$ cat config.mk
export PLATFORM = sky130hd
export DESIGN_NAME = pulse_sequencer_multi
export DESIGN_NICKNAME = d
export VERILOG_FILES = /design/src/rtl/pulse_sequencer_multi.sv
export SDC_FILE = /design/constraint.sdc
export NUM_CORES = 1
export LEC_CHECK = 0
export BUFFER_PORTS_ARGS = -buffer_cell sky130_fd_sc_hd__buf_2
export CORE_MARGIN = 1.5
export CORE_UTILIZATION = 65
export DETAILED_ROUTE_END_ITERATION = 8
export PLACE_DENSITY = 0.84
export SLEW_MARGIN = 30
export SYNTH_ARGS = -nofsm -noshare
export SYNTH_HDL_FRONTEND = slang
export SYNTH_SLANG_ARGS = --single-unit
$ cat constraint.sdc
create_clock -name clk -period 12.4 [get_ports clk]
set_input_delay 1.24 -clock clk [delete_from_list [all_inputs] [get_ports clk]]
set_output_delay 1.24 -clock clk [all_outputs]
set_load 0.02 [all_outputs]
$ cat src/rtl/pulse_sequencer_multi.sv
// pulse_sequencer_multi: register-programmed pulse transmitter. Plays a range of
// symbols from local memory; each symbol picks a level (its MSB) and a duration
// (lookup table). Supports finite/infinite looping, abort, carrier gating,
// status readback and a level completion interrupt.
module pulse_sequencer_multi #(
    parameter int SYM_BITS  = 2,
    parameter int DUR_W     = 8,
    parameter int MEM_WORDS = 4,
    parameter int CARRIER_W = 16
) (
    input  logic        clk,
    input  logic        rst,
    input  logic        wr_en,
    input  logic [5:0]  addr,
    input  logic [31:0] wr_data,
    output logic [31:0] rd_data,
    output logic        pulse_out,
    output logic        carrier_out,
    output logic        busy,
    output logic        irq
);
    localparam int SPW    = 32 / SYM_BITS;
    localparam int SPW_LG = $clog2(SPW);
    localparam int PC_W   = $clog2(MEM_WORDS * SPW);
    localparam int NDUR   = 1 << SYM_BITS;
    localparam int WI_W   = (MEM_WORDS > 1) ? $clog2(MEM_WORDS) : 1;

    typedef enum logic [1:0] {S_IDLE, S_LOAD, S_RUN} state_t;

    state_t               state_q, state_d;

    // Programming registers
    logic                 idle_level_q, invert_q, carrier_en_q, irq_en_q;
    logic [7:0]           pre_q;
    logic [31:0]          prog_q;
    logic [15:0]          loop_q;
    logic [CARRIER_W-1:0] half_q;
    logic                 done_q;

    // Sequencer state
    logic [PC_W-1:0]      pc_q;
    logic [15:0]          loops_q;
    logic                 level_q;
    logic [DUR_W-1:0]     dur_q;
    logic [7:0]           presc_q;
    logic                 nlev_q;
    logic [DUR_W-1:0]     ndur_q;
    logic                 pf_vld_q;
    logic [CARRIER_W-1:0] ccnt_q;
    logic                 carrier_q;

    // Storage (not reset)
    logic [31:0]          sym_mem [MEM_WORDS];
    logic [DUR_W-1:0]     dur_mem [NDUR];

    // Extract symbol idx from the memory word that holds it
    function automatic logic [SYM_BITS-1:0] pick_sym(input logic [31:0] word,
                                                     input logic [PC_W-1:0] idx);
        logic [4:0] bo;
        bo = 5'(idx[SPW_LG-1:0]) * 5'(SYM_BITS);
        return SYM_BITS'(word >> bo);
    endfunction

    // Register decode
    logic            wr_ctrl, start_w, stop_w, w1c_done;
    logic [4:0]      a_lo;
    logic            dur_hit, mem_hit;

    assign wr_ctrl  = wr_en && (addr == 6'h00);
    assign start_w  = wr_ctrl && wr_data[0];
    assign stop_w   = wr_ctrl && wr_data[1];
    assign w1c_done = wr_en && (addr == 6'h04) && wr_data[1];
    assign a_lo     = {1'b0, addr[3:0]};
    assign dur_hit  = (addr[5:4] == 2'b01) && (a_lo < 5'(NDUR));
    assign mem_hit  = (addr[5:4] == 2'b10) && (a_lo < 5'(MEM_WORDS));

    // Symbol fetch: current pc (for LOAD) and next pc (prefetch / apply)
    logic [PC_W-1:0]     start_pc, end_pc, next_pc;
    logic [SYM_BITS-1:0] cur_sym, nxt_sym;
    logic                apply_lev;
    logic [DUR_W-1:0]    apply_dur;
    logic                at_end, tick, expire, finish;

    assign start_pc  = prog_q[PC_W-1:0];
    assign end_pc    = prog_q[16 +: PC_W];
    assign at_end    = (pc_q == end_pc);
    // Wraps modulo 2^PC_W, so end_idx below start_idx is legal
    assign next_pc   = at_end ? start_pc : pc_q + PC_W'(1);
    assign cur_sym   = pick_sym(sym_mem[WI_W'(pc_q >> SPW_LG)], pc_q);
    assign nxt_sym   = pick_sym(sym_mem[WI_W'(next_pc >> SPW_LG)], next_pc);
    // A one-cycle symbol has no spare cycle to prefetch, so fall back to a direct fetch
    assign apply_lev = pf_vld_q ? nlev_q : nxt_sym[SYM_BITS-1];
    assign apply_dur = pf_vld_q ? ndur_q : dur_mem[nxt_sym];
    assign tick      = (presc_q == 8'd0);
    assign expire    = (state_q == S_RUN) && tick && (dur_q == '0);
    assign finish    = expire && at_end && (loops_q == 16'd1);

    // FSM state register
    always_ff @(posedge clk) begin
        if (rst) state_q <= S_IDLE;
        else     state_q <= state_d;
    end

    // FSM next-state: stop beats start and aborts from any state
    always_comb begin
        state_d = state_q;
        case (state_q)
            S_IDLE:  if (start_w && !stop_w) state_d = S_LOAD;
            S_LOAD:  state_d = stop_w ? S_IDLE : S_RUN;
            S_RUN:   if (stop_w || finish) state_d = S_IDLE;
            default: state_d = S_IDLE;
        endcase
    end

    // FSM outputs: output mux, raw carrier gate and interrupt level
    always_comb begin
        busy        = (state_q != S_IDLE);
        carrier_out = busy & carrier_q;
        if (busy) pulse_out = (level_q & (carrier_en_q ? carrier_q : 1'b1)) ^ invert_q;
        else      pulse_out = idle_level_q ^ invert_q;
        irq         = done_q & irq_en_q;
    end

    // Programming registers and sticky done (a completion beats a same-cycle clear)
    always_ff @(posedge clk) begin
        if (rst) begin
            idle_level_q <= 1'b0;
            invert_q     <= 1'b0;
            carrier_en_q <= 1'b0;
            irq_en_q     <= 1'b0;
            pre_q        <= 8'd0;
            prog_q       <= 32'd0;
            loop_q       <= 16'd0;
            half_q       <= '0;
            done_q       <= 1'b0;
        end else begin
            if (wr_ctrl) begin
                idle_level_q <= wr_data[2];
                invert_q     <= wr_data[3];
                carrier_en_q <= wr_data[4];
                irq_en_q     <= wr_data[5];
                pre_q        <= wr_data[15:8];
            end
            if (wr_en && addr == 6'h01) prog_q <= wr_data;
            if (wr_en && addr == 6'h02) loop_q <= wr_data[15:0];
            if (wr_en && addr == 6'h03) half_q <= wr_data[CARRIER_W-1:0];
            if (finish)        done_q <= 1'b1;
            else if (w1c_done) done_q <= 1'b0;
        end
    end

    // Symbol and duration storage writes
    always_ff @(posedge clk) begin
        if (wr_en && dur_hit) dur_mem[addr[SYM_BITS-1:0]] <= wr_data[DUR_W-1:0];
        if (wr_en && mem_hit) sym_mem[WI_W'(addr[3:0])]  <= wr_data;
    end

    // Sequencer datapath: pc/loop bookkeeping, prescaled duration count, prefetch
    always_ff @(posedge clk) begin
        if (rst) begin
            pc_q     <= '0;
            loops_q  <= 16'd0;
            level_q  <= 1'b0;
            dur_q    <= '0;
            presc_q  <= 8'd0;
            nlev_q   <= 1'b0;
            ndur_q   <= '0;
            pf_vld_q <= 1'b0;
        end else begin
            case (state_q)
                S_IDLE: begin
                    if (state_d == S_LOAD) begin
                        pc_q    <= start_pc;
                        loops_q <= loop_q;
                        level_q <= 1'b0;
                    end
                end
                S_LOAD: begin
                    level_q  <= cur_sym[SYM_BITS-1];
                    dur_q    <= dur_mem[cur_sym];
                    presc_q  <= pre_q;
                    pf_vld_q <= 1'b0;
                end
                S_RUN: begin
                    if (expire) begin
                        level_q  <= apply_lev;
                        dur_q    <= apply_dur;
                        presc_q  <= pre_q;
                        pc_q     <= next_pc;
                        pf_vld_q <= 1'b0;
                        if (at_end && loops_q > 16'd1) loops_q <= loops_q - 16'd1;
                    end else begin
                        if (tick) begin
                            presc_q <= pre_q;
                            dur_q   <= dur_q - DUR_W'(1);
                        end else begin
                            presc_q <= presc_q - 8'd1;
                        end
                        if (!pf_vld_q) begin
                            nlev_q   <= nxt_sym[SYM_BITS-1];
                            ndur_q   <= dur_mem[nxt_sym];
                            pf_vld_q <= 1'b1;
                        end
                    end
                end
                default: ;
            endcase
        end
    end

    // Carrier: cleared outside RUN-bound cycles, toggles every H+1 cycles otherwise
    always_ff @(posedge clk) begin
        if (rst || state_d != S_RUN) begin
            ccnt_q    <= '0;
            carrier_q <= 1'b0;
        end else if (ccnt_q == '0) begin
            ccnt_q    <= half_q;
            carrier_q <= ~carrier_q;
        end else begin
            ccnt_q    <= ccnt_q - CARRIER_W'(1);
        end
    end

    // Combinational register readback
    always_comb begin
        rd_data = 32'd0;
        if (addr == 6'h00)
            rd_data = {16'd0, pre_q, 2'b00, irq_en_q, carrier_en_q, invert_q, idle_level_q, 2'b00};
        else if (addr == 6'h01)
            rd_data = prog_q;
        else if (addr == 6'h02)
            rd_data = {16'd0, loop_q};
        else if (addr == 6'h03)
            rd_data = 32'(half_q);
        else if (addr == 6'h04)
            rd_data = {loops_q, 8'(pc_q), 6'd0, done_q, busy};
        else if (dur_hit)
            rd_data = 32'(dur_mem[addr[SYM_BITS-1:0]]);
        else if (mem_hit)
            rd_data = sym_mem[WI_W'(addr[3:0])];
    end

endmodule

==> results.ini <==
[worst_setup_path]
crit_path_end_kind = register
worst-endpoint-required_ns = 12.88
path_max_fanout = 23
cp.arrival_ns = 6.20
startpoint_type = register
critical_path_class = reg2reg

[power]
p_total_mw = 2.19
peakVddDrop_uv = 129
pwr_density_cell_nw_per_um2 = 121
power_leakage_nw = 6.11

[yosys]
ys.flop_type = edfxtp_1
ys_ff_latch = 307
syn-num-nets = 1636
synth_cells = 1583
ys_warn_count = 0
ys_async_sr_fraction = 0
synth_cell_types = 73
synth_top_cell_by_area = edfxtp_1
yosysMostFrequentCell = nand2_1
syn_area_sq_um = 16400
synth-edff-count = 160
synth_top_area_share = 0.293
ys_top_cells_by_count = nand2_1, edfxtp_1, dfxtp_1
syn_avg_cell_area_sq_um = 10.4
synth_seq_area_share = 0.473
yosys-top-cells-area = edfxtp_1, dfxtp_1, mux4_2

[timing]
slew_violations = 0
rsz0062_at_grt = no
fin_crit_sh = 0.462
setup_viol = 0
min_period_ns = 5.72
fin_tns_setup_ns = 0
hold_violations = 0
fin_worst_skew_ns = 0.0251
max_slew_margin = 0.360
clock.fmax_mhz = 175
setup_slack_ns = 6.68
worst_pin_slew_ns = 0.957

[clocking]
cts_tree = done
post_cts_resized = 0
post_cts_buffers = 0
clk_pin_slew_worst_paths_ns = 0.07
ctsHoldBuffers = 0
insertion_delay_ns = 0.58
cts-root-buf = clkbuf_16
cts_buffers = 31
htree_levels = 1
cts_buffer_depth = 3
cts_sinks = 307

[job]
cap_violations = 0

[placed_design]
port_buffers = 76
dp_worst_setup_slack_ns = 6.85
dp_hpwl_mm = 33.9
gp_congestion = 0.988
dpl_cell_area_sq_um = 17000

[floorplanning]
die_width_um = 162
start_util = 0.668
dieArea_sq_um = 26200
rows = 57
die_y_um = 162
io_pins = 77
core_sq_um = 24500

[routing]
antenna_left = 0
drt-initial-drc-count = 2037
vias = 14000
drt-vias-per-instance = 7.16
wl_mm = 49.7
drt_drc_violations_left = 0
wire_per_inst_um = 25.5
first_pass_iters = 7

[finish]
antenna_cells = 0
utilization = 0.735
num-nets-final = 1654
final_area_sq_um = 18000
drive_gt1_frac = 0.180
area_growth_pct = 10.1

[grt]
overflow = 0
grt.total_usage = 0.378
grt_pass1_vias = 13400
grt_max_degree = 71
antenna_found_initial = 0
grt_pass1_wl_mm = 76.1

[min_path]
min_path_type = reg2reg

[outcome]
outcome = finished clean

==> registers in the layout, indices dropped and copies added, names as in the netlist, 16 cells and up, named ones only <==
| signal | flops |
|---|---|
| loop_q | 16 |
| sym_mem | 128 |
| loops_q | 16 |
| ccnt_q | 16 |
| prog_q | 32 |
| dur_mem | 32 |
| half_q | 16 |
==> per-stage QoR <==
stage,hold WS [ns],std cells
global route,0.469,1950
global placement,0.440,1889
detailed placement,0.447,1892
CTS,0.456,1950
finish,0.458,1950
floorplan,0.433,1583
==> routing by layer <==
metal	share of wire	GRT usage	up-vias	wire, um
met4	0.065	0.209	0	3250
met5	0	0	-	0
met3	0.13	0.0884	233	6220
met1	0.36	0.494	6643	18000
met2	0.45	0.589	1075	22200
li1	-	-	6003	-
==> cell families after synthesis <==
logic type,after synthesis,synth area share
multiplexers,149,0.163
adder cells (fa/ha/maj),12,0.00916
flip-flops,307,0.473
AO/OA/AOI/OAI,401,0.161
AND/OR/NAND/NOR,546,0.145
XOR/XNOR,23,0.0123
buffers and inverters,145,0.0369
==> area by class of cell <==
| type | instances | area [sq um] |
|---|---|---|
| sequential | 307 | 7750 |
| clock buffer | 35 | 801 |
| fill | 1660 | 6500 |
| tap | 324 | 405 |
| timing repair buffer | 100 | 626 |
| multi-input combinational | 1131 | 8100 |
| clock inverter | 23 | 239 |
| inverter | 30 | 113 |
==> placed cells by master, fill, tap and decap left out, types with 31 or more instances in the layout <==
cell type / n
buf_2: 74
mux4_2: 92
o21ai_0: 73
a21oi_1: 120
dfxtp_1: 146
nand2_1: 315
clkbuf_16: 31
a211oi_1: 34
a22oi_1: 46
mux2i_1: 37
edfxtp_1: 160
nor2_1: 91
==> critical path: stages, from the launching register on <==
cell       delay [ns]
dfxtp_1          0.89
xnor2_1          0.22
nand4_1          0.37
or3_1            0.76
nand2_1          0.59
buf_4            0.38
a2111oi_0        0.15
or4_1            0.56
o211ai_1         0.30
o2bb2ai_1        0.27
nor2_2           0.46
mux2_2           0.41
o41ai_1          0.24
==> where the power goes <==
part	switching, mW	internal, mW	leakage [nW]	total, mW
Sequential	0.00486	1.07	2.62	1.08
Clock	0.421	0.535	0.491	0.956
Combinational	0.0994	0.0526	2.99	0.152
Total	0.525	1.66	6.11	2.19
==> final timing paths <==
check	start	end	slack (ns)	depth (start not counted)
setup / recovery	pc_q[1]$_SDFFE_PP0P_	dur_q[2]$_SDFFE_PP0P_	6.68	12
hold / removal	prog_q[30]$_SDFFE_PP0P_	prog_q[30]$_SDFFE_PP0P_	0.46	2
setup reg to reg	pc_q[1]$_SDFFE_PP0P_	dur_q[2]$_SDFFE_PP0P_	6.68	12
hold reg to reg	prog_q[30]$_SDFFE_PP0P_	prog_q[30]$_SDFFE_PP0P_	0.46	2
Note: power is estimated with default switching activity, not from simulation.
